==> src/rtl/rr_mux_pkg.sv <==
// Shared definitions for the round-robin mux select generator:
// source count, select width, FSM encoding and the rotate-priority search.
package rr_mux_pkg;

    localparam int N_SRC = 4;
    localparam int SEL_W = 2;

    typedef enum logic {
        IDLE = 1'b0,
        BUSY = 1'b1
    } rr_state_e;

    // Returns {found, idx}: first set request bit searching ptr, ptr+1, ...
    // with natural 2-bit wrap. idx equals ptr when nothing is found.
    function automatic logic [SEL_W:0] rr_pick(input logic [N_SRC-1:0] req,
                                               input logic [SEL_W-1:0] ptr);
        logic             found;
        logic [SEL_W-1:0] idx;
        logic [SEL_W-1:0] cand;
        found = 1'b0;
        idx   = ptr;
        cand  = ptr;
        for (int k = 0; k < N_SRC; k++) begin
            cand = ptr + SEL_W'(k);
            if (!found && req[cand]) begin
                found = 1'b1;
                idx   = cand;
            end else begin
                found = found;
            end
        end
        return {found, idx};
    endfunction

endpackage

==> src/rtl/rr_mux_sel_if.sv <==
// Request/grant bundle between requesters, the select generator and the mux.
// master: requester side (drives req/done). slave: rr_mux_sel.
interface rr_mux_sel_if;
    import rr_mux_pkg::*;

    logic [N_SRC-1:0] req;
    logic             done;
    logic [SEL_W-1:0] s;
    logic [N_SRC-1:0] gnt;
    logic             gnt_valid;
    logic             preempt;

    modport master (
        output req, done,
        input  s, gnt, gnt_valid, preempt
    );

    modport slave (
        input  req, done,
        output s, gnt, gnt_valid, preempt
    );

endinterface

==> src/rtl/rr_prio_pick.sv <==
// Combinational rotate-priority encoder: highest priority at ptr, then
// ptr+1 .. ptr+3 (mod 4). found=0 when no request bit is set.
module rr_prio_pick
    import rr_mux_pkg::*;
(
    input  logic [N_SRC-1:0] req,
    input  logic [SEL_W-1:0] ptr,
    output logic             found,
    output logic [SEL_W-1:0] idx
);

    // Rotating first-set search over the request vector
    always_comb begin
        {found, idx} = rr_pick(req, ptr);
    end

endmodule

==> src/rtl/rr_mux_sel.sv <==
// Round-robin select generator feeding a 4:1 mux select. The select is held
// while a source owns the channel and rotates on release (done pulse, owner
// dropping its request, or optional hold timeout). All outputs are registered.
// Optional feature: define RR_SEL_TIMEOUT_EN to enable the hold-limit
// timeout and the preempt pulse; without it preempt is constant 0.
module rr_mux_sel
    import rr_mux_pkg::*;
#(
    parameter int MAX_HOLD = 8,
    parameter int CNT_W    = 4
) (
    input  logic         clk,
    input  logic         rst,
    rr_mux_sel_if.slave  bus
);

    // Reject hold limits the counter cannot represent
    if (MAX_HOLD < 2 || MAX_HOLD > (1 << CNT_W) - 1) begin : g_bad_max_hold
        $error("rr_mux_sel: MAX_HOLD outside 2..2^CNT_W-1");
    end

    rr_state_e        state_q, state_d;
    logic [SEL_W-1:0] ptr_q, ptr_d;
    logic [SEL_W-1:0] s_q, s_d;
    logic [N_SRC-1:0] gnt_q, gnt_d;
    logic             gnt_valid_q, gnt_valid_d;
    logic             preempt_q, preempt_d;

    logic [N_SRC-1:0] owner_mask_s;
    logic             owner_req_s;
    logic             others_req_s;
    logic             timeout_s;
    logic             release_s;
    logic [N_SRC-1:0] pick_req_s;
    logic [SEL_W-1:0] pick_ptr_s;
    logic             pick_found_s;
    logic [SEL_W-1:0] pick_idx_s;
    logic [N_SRC-1:0] pick_onehot_s;

`ifdef RR_SEL_TIMEOUT_EN
    logic [CNT_W-1:0] hold_cnt_q, hold_cnt_d;
`endif

    // Release detection and arbitration inputs for the single priority encoder
    always_comb begin
        owner_mask_s = {{(N_SRC-1){1'b0}}, 1'b1} << s_q;
        owner_req_s  = |(bus.req & owner_mask_s);
        others_req_s = |(bus.req & ~owner_mask_s);
`ifdef RR_SEL_TIMEOUT_EN
        // >= also covers a counter that saturated while the owner was alone
        timeout_s    = (hold_cnt_q >= CNT_W'(MAX_HOLD - 1)) && others_req_s;
`else
        timeout_s    = 1'b0;
`endif
        if (state_q == BUSY) begin
            release_s  = bus.done || !owner_req_s || timeout_s;
            // Outgoing owner is always masked: lowest priority and not re-picked
            pick_req_s = bus.req & ~owner_mask_s;
            pick_ptr_s = s_q + 2'd1;
        end else begin
            release_s  = 1'b0;
            pick_req_s = bus.req;
            pick_ptr_s = ptr_q;
        end
    end

    rr_prio_pick u_pick (
        .req   (pick_req_s),
        .ptr   (pick_ptr_s),
        .found (pick_found_s),
        .idx   (pick_idx_s)
    );

    assign pick_onehot_s = {{(N_SRC-1){1'b0}}, 1'b1} << pick_idx_s;

    // State register: FSM state, pointer and registered outputs
    always_ff @(posedge clk) begin
        if (rst) begin
            state_q     <= IDLE;
            ptr_q       <= 2'b00;
            s_q         <= 2'b00;
            gnt_q       <= 4'b0000;
            gnt_valid_q <= 1'b0;
            preempt_q   <= 1'b0;
        end else begin
            state_q     <= state_d;
            ptr_q       <= ptr_d;
            s_q         <= s_d;
            gnt_q       <= gnt_d;
            gnt_valid_q <= gnt_valid_d;
            preempt_q   <= preempt_d;
        end
    end

`ifdef RR_SEL_TIMEOUT_EN
    // Hold counter register
    always_ff @(posedge clk) begin
        if (rst) begin
            hold_cnt_q <= {CNT_W{1'b0}};
        end else begin
            hold_cnt_q <= hold_cnt_d;
        end
    end
`endif

    // Next-state logic: grant from IDLE, rotate or fall back to IDLE on release
    always_comb begin
        state_d = state_q;
        ptr_d   = ptr_q;
        case (state_q)
            IDLE: begin
                if (pick_found_s) begin
                    state_d = BUSY;
                end else begin
                    state_d = IDLE;
                end
            end
            BUSY: begin
                if (release_s) begin
                    ptr_d = s_q + 2'd1;
                    if (pick_found_s) begin
                        state_d = BUSY;
                    end else begin
                        state_d = IDLE;
                    end
                end else begin
                    state_d = BUSY;
                end
            end
            default: begin
                state_d = IDLE;
                ptr_d   = 2'b00;
            end
        endcase
    end

    // Output logic: next values of select, grant, valid, preempt and counter
    always_comb begin
        s_d         = s_q;
        gnt_d       = gnt_q;
        gnt_valid_d = gnt_valid_q;
        preempt_d   = 1'b0;
`ifdef RR_SEL_TIMEOUT_EN
        hold_cnt_d  = hold_cnt_q;
`endif
        case (state_q)
            IDLE: begin
`ifdef RR_SEL_TIMEOUT_EN
                hold_cnt_d = {CNT_W{1'b0}};
`endif
                if (pick_found_s) begin
                    s_d         = pick_idx_s;
                    gnt_d       = pick_onehot_s;
                    gnt_valid_d = 1'b1;
                end else begin
                    gnt_d       = 4'b0000;
                    gnt_valid_d = 1'b0;
                end
            end
            BUSY: begin
                if (release_s && pick_found_s) begin
                    s_d         = pick_idx_s;
                    gnt_d       = pick_onehot_s;
                    gnt_valid_d = 1'b1;
                    // Flag only releases forced by the timeout alone
                    preempt_d   = timeout_s && !bus.done && owner_req_s;
`ifdef RR_SEL_TIMEOUT_EN
                    hold_cnt_d  = {CNT_W{1'b0}};
`endif
                end else if (release_s) begin
                    gnt_d       = 4'b0000;
                    gnt_valid_d = 1'b0;
`ifdef RR_SEL_TIMEOUT_EN
                    hold_cnt_d  = {CNT_W{1'b0}};
`endif
                end else begin
`ifdef RR_SEL_TIMEOUT_EN
                    if (hold_cnt_q < CNT_W'(MAX_HOLD)) begin
                        hold_cnt_d = hold_cnt_q + {{(CNT_W-1){1'b0}}, 1'b1};
                    end else begin
                        hold_cnt_d = hold_cnt_q;
                    end
`else
                    preempt_d = 1'b0;
`endif
                end
            end
            default: begin
                gnt_d       = 4'b0000;
                gnt_valid_d = 1'b0;
            end
        endcase
    end

    assign bus.s         = s_q;
    assign bus.gnt       = gnt_q;
    assign bus.gnt_valid = gnt_valid_q;
    assign bus.preempt   = preempt_q;

endmodule
==> src/flat_wrapper.sv <==
// flat-port wrapper written by rule: the top's interface ports become plain ports
module rr_mux_sel_flat import rr_mux_pkg::*;
#(
    parameter int MAX_HOLD = 8,
    parameter int CNT_W    = 4
)
  (clk, rst, bus_req, bus_done, bus_s, bus_gnt, bus_gnt_valid, bus_preempt);
  rr_mux_sel_if bus_i ();
  input  logic clk;
  input  logic rst;
  input wire logic [$bits(bus_i.req)-1:0] bus_req;
  input wire logic [$bits(bus_i.done)-1:0] bus_done;
  output wire logic [$bits(bus_i.s)-1:0] bus_s;
  output wire logic [$bits(bus_i.gnt)-1:0] bus_gnt;
  output wire logic [$bits(bus_i.gnt_valid)-1:0] bus_gnt_valid;
  output wire logic [$bits(bus_i.preempt)-1:0] bus_preempt;
  assign bus_i.req = bus_req;
  assign bus_i.done = bus_done;
  assign bus_s = bus_i.s;
  assign bus_gnt = bus_i.gnt;
  assign bus_gnt_valid = bus_i.gnt_valid;
  assign bus_preempt = bus_i.preempt;
  rr_mux_sel #(.MAX_HOLD(MAX_HOLD), .CNT_W(CNT_W)) u_core (.clk(clk), .rst(rst), .bus(bus_i));
endmodule
==> config.mk <==
export PLATFORM = sky130hd
export DESIGN_NAME = rr_mux_sel_flat
export DESIGN_NICKNAME = d
export VERILOG_FILES = /design/src/rtl/rr_mux_pkg.sv /design/src/rtl/rr_mux_sel_if.sv /design/src/rtl/rr_prio_pick.sv /design/src/rtl/rr_mux_sel.sv /design/src/flat_wrapper.sv
export SDC_FILE = /design/constraint.sdc
export NUM_CORES = 1
export LEC_CHECK = 0
export CAP_MARGIN = 5
export CORE_MARGIN = 1
export CORE_UTILIZATION = 48
export CTS_CLUSTER_SIZE = 25
export DETAILED_ROUTE_END_ITERATION = 10
export HOLD_SLACK_MARGIN = 0.03
export PLACE_DENSITY = 0.74
export SYNTH_ARGS = -nofsm -noshare
export SYNTH_HDL_FRONTEND = slang
export SYNTH_HIERARCHICAL = 1
export SYNTH_SLANG_ARGS = --single-unit
==> constraint.sdc <==
create_clock -name clk -period 2.5 [get_ports clk]
set_input_delay 0.5 -clock clk [delete_from_list [all_inputs] [get_ports clk]]
set_output_delay 0.5 -clock clk [all_outputs]
set_load 0.01 [all_outputs]
# Word-level counts from Yosys, hierarchy flattened
# Cells that the tools add are included.
dict set report word_totals {
  reg_bits 10
  in_bits 7
  output_inout_bits 8
  elab_cells 65
}
dict set report op_classes {
  addsub 4
  n_lt_le_gt_ge 4
  eq_ne 3
  shifts 2
  n_mux 31
  bitwise 4
  n_reduce_logical 12
}
# operator n
set op_table {}
lappend op_table {{$mux 4} 4}
lappend op_table {{$mux 1} 13}
lappend op_table {{$lt 2x3->1 const B} 4}
lappend op_table {{$mux 2} 6}
lappend op_table {{$and 4x4->4} 2}
lappend op_table {{$bmux 1 s2} 4}
lappend op_table {{$pmux 4 s2} 1}
lappend op_table {{$shl 1x2->4 const A} 2}
lappend op_table {{$add 2x1->2 const B} 2}
lappend op_table {{$add 2x2->2 const B} 2}
lappend op_table {{$logic_and 1x1->1} 4}
lappend op_table {{$logic_not 1->1} 4}
lappend op_table {{$not 4->4} 1}
lappend op_table {{$pmux 1 s2} 2}
lappend op_table {{$pmux 2 s2} 1}
lappend op_table {{$reduce_and 2->1} 2}
lappend op_table {{$reduce_or 4->1} 1}
lappend op_table {{$ne 3x3->1 const B} 1}
lappend op_table {{$ne 2x1->1 const B} 1}
lappend op_table {{$ne 2x2->1 const B} 1}
lappend op_table {{$logic_or 1x1->1} 1}
lappend op_table {{$not 1->1} 1}

# Logic depth before layout (Yosys ltp)
dict set report logic_depth {
  depth_word 19
  ltp_mapped 9
  mapped_depth_nobuf 9
}

# By module
# Netlist, hierarchy kept.
# module n_inst cells_per_inst area_each_um2 seq_area_each_um2
set by_module_without_submodules {}
lappend by_module_without_submodules {rr_mux_sel 1 64 583.1 200.2}
lappend by_module_without_submodules {rr_prio_pick 1 16 96.3 0.0}

# Worst setup path before layout
# Ideal clock, no wire load.
dict set report synth_path {
  kind {register to register}
  startpoint {register u_core.s_q[0] (netlist: u_core/bus.s[0])}
  endpoint {register u_core.gnt_q[0] (netlist: u_core/bus.gnt[0])}
  setup_time_ns 0.070
  t_arrival_ns 2.305
  required_ns 2.430
  slack_ns 0.124
  path_stages_with_launch 9
  path_buffers 0
  synth_period_minus_slack_ns 2.376
  cell_sequence {dfxtp_1 -> inv_1 -> ha_1 -> mux2_2 -> or3_1 -> nand4b_1 -> nand2_1 -> or4b_1 -> a21oi_1}
}
dict set report synth_via {
  elab_cells_between_ends 41
  cone_classes {add/sub: 4; eq/ne: 1; shift: 2; mux: 21; bitwise: 3; reduce/logical: 10}
}
# element line
set synth_lines {}
lappend synth_lines {{start, declared} rr_mux_sel.sv:24} ;# logic [SEL_W-1:0] s_q, s_d;
lappend synth_lines {{start signal, assigned} rr_mux_sel.sv:81} ;# s_q <= 2'b00;
lappend synth_lines {{start signal, assigned} rr_mux_sel.sv:88} ;# s_q <= s_d;
lappend synth_lines {{$add 2x1->2 (*)} rr_mux_sel.sv:59} ;# pick_ptr_s = s_q + 2'd1;
lappend synth_lines {{$mux 2 (*)} rr_mux_sel.sv:55} ;# if (state_q == BUSY) begin
lappend synth_lines {{via u_core.pick_ptr_s[1]} rr_mux_sel.sv:35} ;# logic [SEL_W-1:0] pick_ptr_s;
lappend synth_lines {{parallel branches: the longest is 11 deep, another holds $add 2x1->2} n/a}
lappend synth_lines {{$mux 2 (*)} rr_mux_pkg.sv:25} ;# if (!found && req[cand]) begin
lappend synth_lines {{via u_core.pick_idx_s[1]} rr_mux_sel.sv:37} ;# logic [SEL_W-1:0] pick_idx_s;
lappend synth_lines {{$shl 1x2->4 (*)} rr_mux_sel.sv:74} ;# assign pick_onehot_s = {{(N_SRC-1){1'b0}}, 1'b1} << pick_idx_s;
lappend synth_lines {{$mux 4 (on tied branches)} {rr_mux_sel.sv:161, rr_mux_sel.sv:151}}
lappend synth_lines {{$pmux 4 s2 (*)} rr_mux_sel.sv:146} ;# case (state_q)
lappend synth_lines {{end signal, assigned} rr_mux_sel.sv:89} ;# gnt_q <= gnt_d;
lappend synth_lines {{end, declared} rr_mux_sel.sv:25} ;# logic [N_SRC-1:0] gnt_q, gnt_d;
# Mark *: on every way through the listed nets, which the timed path passes. The select of a mux whose other input is x is not followed.
# A chain may end at the register's enable or synchronous reset.

# Final worst setup path
# Same ends and word-level chain as after synthesis.

==> metrics.md <==
| Metric | Value |
|---|---|
| Status | complete, no violations |
| Clk Tree Root Cell | clkbuf_4 |
| Synthesized instance count | 80 |
| Vias per cell | about 5.3 |
| Row Count | 13 |
| Synth Cell Area | ~680 um^2 |
| Tcrit/Tclk final | 0.946 |
| Hold Slack | ~0.45 ns |
| R2R Path End | u_core/bus.gnt[0] |
| Critical Path Source | u_core/bus.s[0] |
| Multi-input logic area | 438 um^2 |
| Critical R2R Launch | u_core/bus.s[0] |
| N_diodes | 0 |
| Max Freq | 423 MHz |
| Endpoints failing hold | 0 |
| Reg2Reg Depth | 8 |
| Vias | 600 |
| Crit path max fanout | 4 |
| Die W | between 30 and 40 um |
| Worst Skew | ~0.0034 ns |
| Placed cell count | 110 |
| Wire per inst | ~13 um |
| Setup TNS | 0 ns |
| Critical path buffer and inverter count | 1 |
| Gr ovfl total | 0 |
| Avg Cell Area, Syn | ~8.5 um^2 |
| Residual DRC | 0 |
| Slowest stage cell on the critical path | or4b_1 |
| Worst Setup End Kind | flip-flop |
| DRT Pass-1 Iters | 3 |
| Global-route wire length before repair | roughly 2.1 mm |
| Dpl hpwl | 1.10 mm |
| CP Depth | 8 |
| Placer congestion estimate | approximately 0.76 |
| I/O Buffers | 13 |
| Yosys Warn Count | 6 |
| Worst Path Required | between 2 and 3 ns |
| CP Class | reg2reg |
| Post-synthesis register bit count | 10 |
| Routed WL | between 1 and 1.5 mm |
| Critical Path End | u_core/bus.gnt[0] |
| H-tree level count | 1 |
| Pins Over Slew Limit | 0 |
| MaxCap Viol Count | 0 |
| # hold bufs at CTS | 0 |
| CP cell instances | inv_1 -> ha_1 -> mux2_2 -> or3_1 -> nand4b_1 -> nand2_1 -> or4b_1 -> a21oi_1 |
| P per Cell Area | about 760 nW/um^2 |
| Bufs on Longest Clock Path | 2 |
| Worst Hold Class | reg2reg |
| Non-Filler Instances | 114 |
| Synthesis-to-layout area growth | 30.0% |
| Post-route ant nets | 0 |
| Core area | around 1300 um^2 |
| Drt first-iter violations | 8 |
| Min Tclk post-route | 2.37 ns |
| LEAKAGE | 0.000371 uW |
| FILL cells | between 100 and 150 |
| GRT Util Overall | 0.209 |
| Mapped Nets | between 90 and 100 |
| Largest net degree at the start of global routing | 15 |
| Post-layout net count | around 110 |
| Clk Latency, worst-skew pair | 0.26 ns |
| Post-CTS Setup Inserts | 0 |
| Share of layout cells above drive strength 1 | 0.162 |
| CTS Sinks | 10 |
| Setup Viol. Count Final | 0 |
| Yosys cell types | 26 |
| Pwr Total | 676 uW |
| WP data arrival | around 2.6 ns |
| Register Area | ~200 um^2 |
| Startpoint Class | flip-flop |
| CTS clk-pin slew, worst paths | roughly 0.06 ns |
| Die height | a little under 40 um |
| Initial antenna violation count | 0 |
| Die ar. | approximately 1600 um^2 |
| Hold wc startpoint | u_core/bus.gnt[0] |
| I/O pins | 15 |
| RSZ-0062 raised after global routing | no |
| Max IR drop VDD | ~0.49 mV |
| Critical path's top delay family | simple AND/OR/NAND/NOR gates |
| CTS buffer count | 3 |
| Post-synthesis sequential area ratio | 0.295 |
| Critical Path Max Stage Delay | 0.56 ns |
| Vias in the first global route | between 500 and 600 |
| CTS tree | yes |
| # resized after CTS | 0 |
| Register-to-Register Setup Slack | approximately 0.13 ns |
| Initial core utilization | 0.522 |
==> cells by family after synthesis <==
family | Yosys count | share of synthesized area
flops | 10 | 0.295
other cells | 1 | 0.00552
mux | 7 | 0.107
fa+ha+maj | 4 | 0.0737
simple gates | 34 | 0.280
buf+inv | 8 | 0.0608
compound gates | 16 | 0.179
==> stage by stage <==
step           setup WS, ns  utilization  cell area (um^2)
6_report              0.135        0.679               883
5_1_grt              0.0293        0.679               883
4_1_cts               0.139        0.679               883
3_5_place_dp        -0.0714        0.651               847
3_3_place_gp         0.0214        0.651               847
2_1_floorplan         0.124            -               679
==> metal layers <==
metal,share of wire,global-route usage,up-vias
li1,-,-,313
met1,0.46,0.234,277
met2,0.51,0.373,8
met3,0.020,0.0511,2
met4,0.0056,0.0776,0
met5,0,0,-
==> cell usage after synthesis <==
cell / number / share of area
dfxtp_1: 10 / 0.29
nand2b_1: 9 / 0.083
nand2_1: 8 / 0.044
nor2_1: 7 / 0.039
a21oi_1: 6 / 0.044
mux2i_1: 5 / 0.074
a21boi_0: 4 / 0.044
ha_1: 4 / 0.074
inv_1: 4 / 0.022
nor2b_1: 3 / 0.028
a22oi_2: 2 / 0.037
clkbuf_1: 2 / 0.011
mux2_2: 2 / 0.033
or3_1: 2 / 0.018
a21o_1: 1 / 0.011
a21oi_2: 1 / 0.013
a221oi_2: 1 / 0.022
buf_4: 1 / 0.011
buf_6: 1 / 0.017
conb_1: 1 / 0.0055
nand3b_1: 1 / 0.011
nand4b_1: 1 / 0.013
nand4bb_1: 1 / 0.017
o21ai_0: 1 / 0.0074
or3b_1: 1 / 0.013
or4b_1: 1 / 0.015
==> state kept, by name, summed over array words and instances, names as in the netlist <==
register	flops
u_core/state_q	1
u_core/bus.gnt	4
u_core/bus.s	2
u_core/ptr_q	2
u_core/bus.gnt_valid	1
==> power by group <==
group / switching, uW / internal, uW / total (uW) / leakage [uW]
logic: 162 / 165 / 326 / 0.000267
registers: 14.6 / 192 / 207 / 0.0000827
clock network: 54.0 / 88.4 / 142 / 0.0000210
total: 230 / 445 / 676 / 0.000371
==> cell type report <==
class,count,share of cell area
clock buffers,4,0.0411
inverters,4,0.0170
multi-input cells,62,0.496
flip-flops and latches,10,0.227
well taps,15,0.0212
repair buffers,19,0.198
==> worst min-delay path, delay by kind of cell (launching register included) <==
kind            cells  cell delay (ns)
simple gates        1             0.05
flops               1             0.31
compound gates      1             0.05
==> cell usage in the layout (no fill, tap or decap) <==
| cell type | n |
|---|---|
| mux2i_1 | 5 |
| inv_1 | 4 |
| a221oi_2 | 1 |
| or4b_1 | 1 |
| nand2b_1 | 9 |
| nor2_1 | 7 |
| or3_1 | 2 |
| nand4bb_1 | 1 |
| ha_1 | 4 |
| clkdlybuf4s50_1 | 13 |
| nand4b_1 | 1 |
| nand3b_1 | 1 |
| dfxtp_1 | 10 |
| a21oi_2 | 1 |
| o21ai_0 | 1 |
| a21o_1 | 1 |
| a21boi_0 | 4 |
| conb_1 | 1 |
| a21oi_1 | 6 |
| mux2_2 | 2 |
| a22oi_2 | 2 |
| nor2b_1 | 3 |
| clkbuf_4 | 3 |
| nand2_1 | 8 |
| or3b_1 | 1 |
| clkbuf_8 | 1 |
| buf_4 | 6 |
==> worst min path at each step <==
stage / depth (start not counted) / end / slack, ns
2_1_floorplan: 2 / u_core/ptr_q[1] / 0.45
3_3_place_gp: 2 / u_core/bus.gnt[0] / 0.44
3_5_place_dp: 2 / u_core/bus.gnt[0] / 0.44
4_1_cts: 2 / u_core/bus.gnt[0] / 0.45
5_1_grt: 2 / u_core/bus.gnt[3] / 0.47
6_report: 2 / u_core/bus.gnt[0] / 0.45
(Power assumes the default switching activity.)
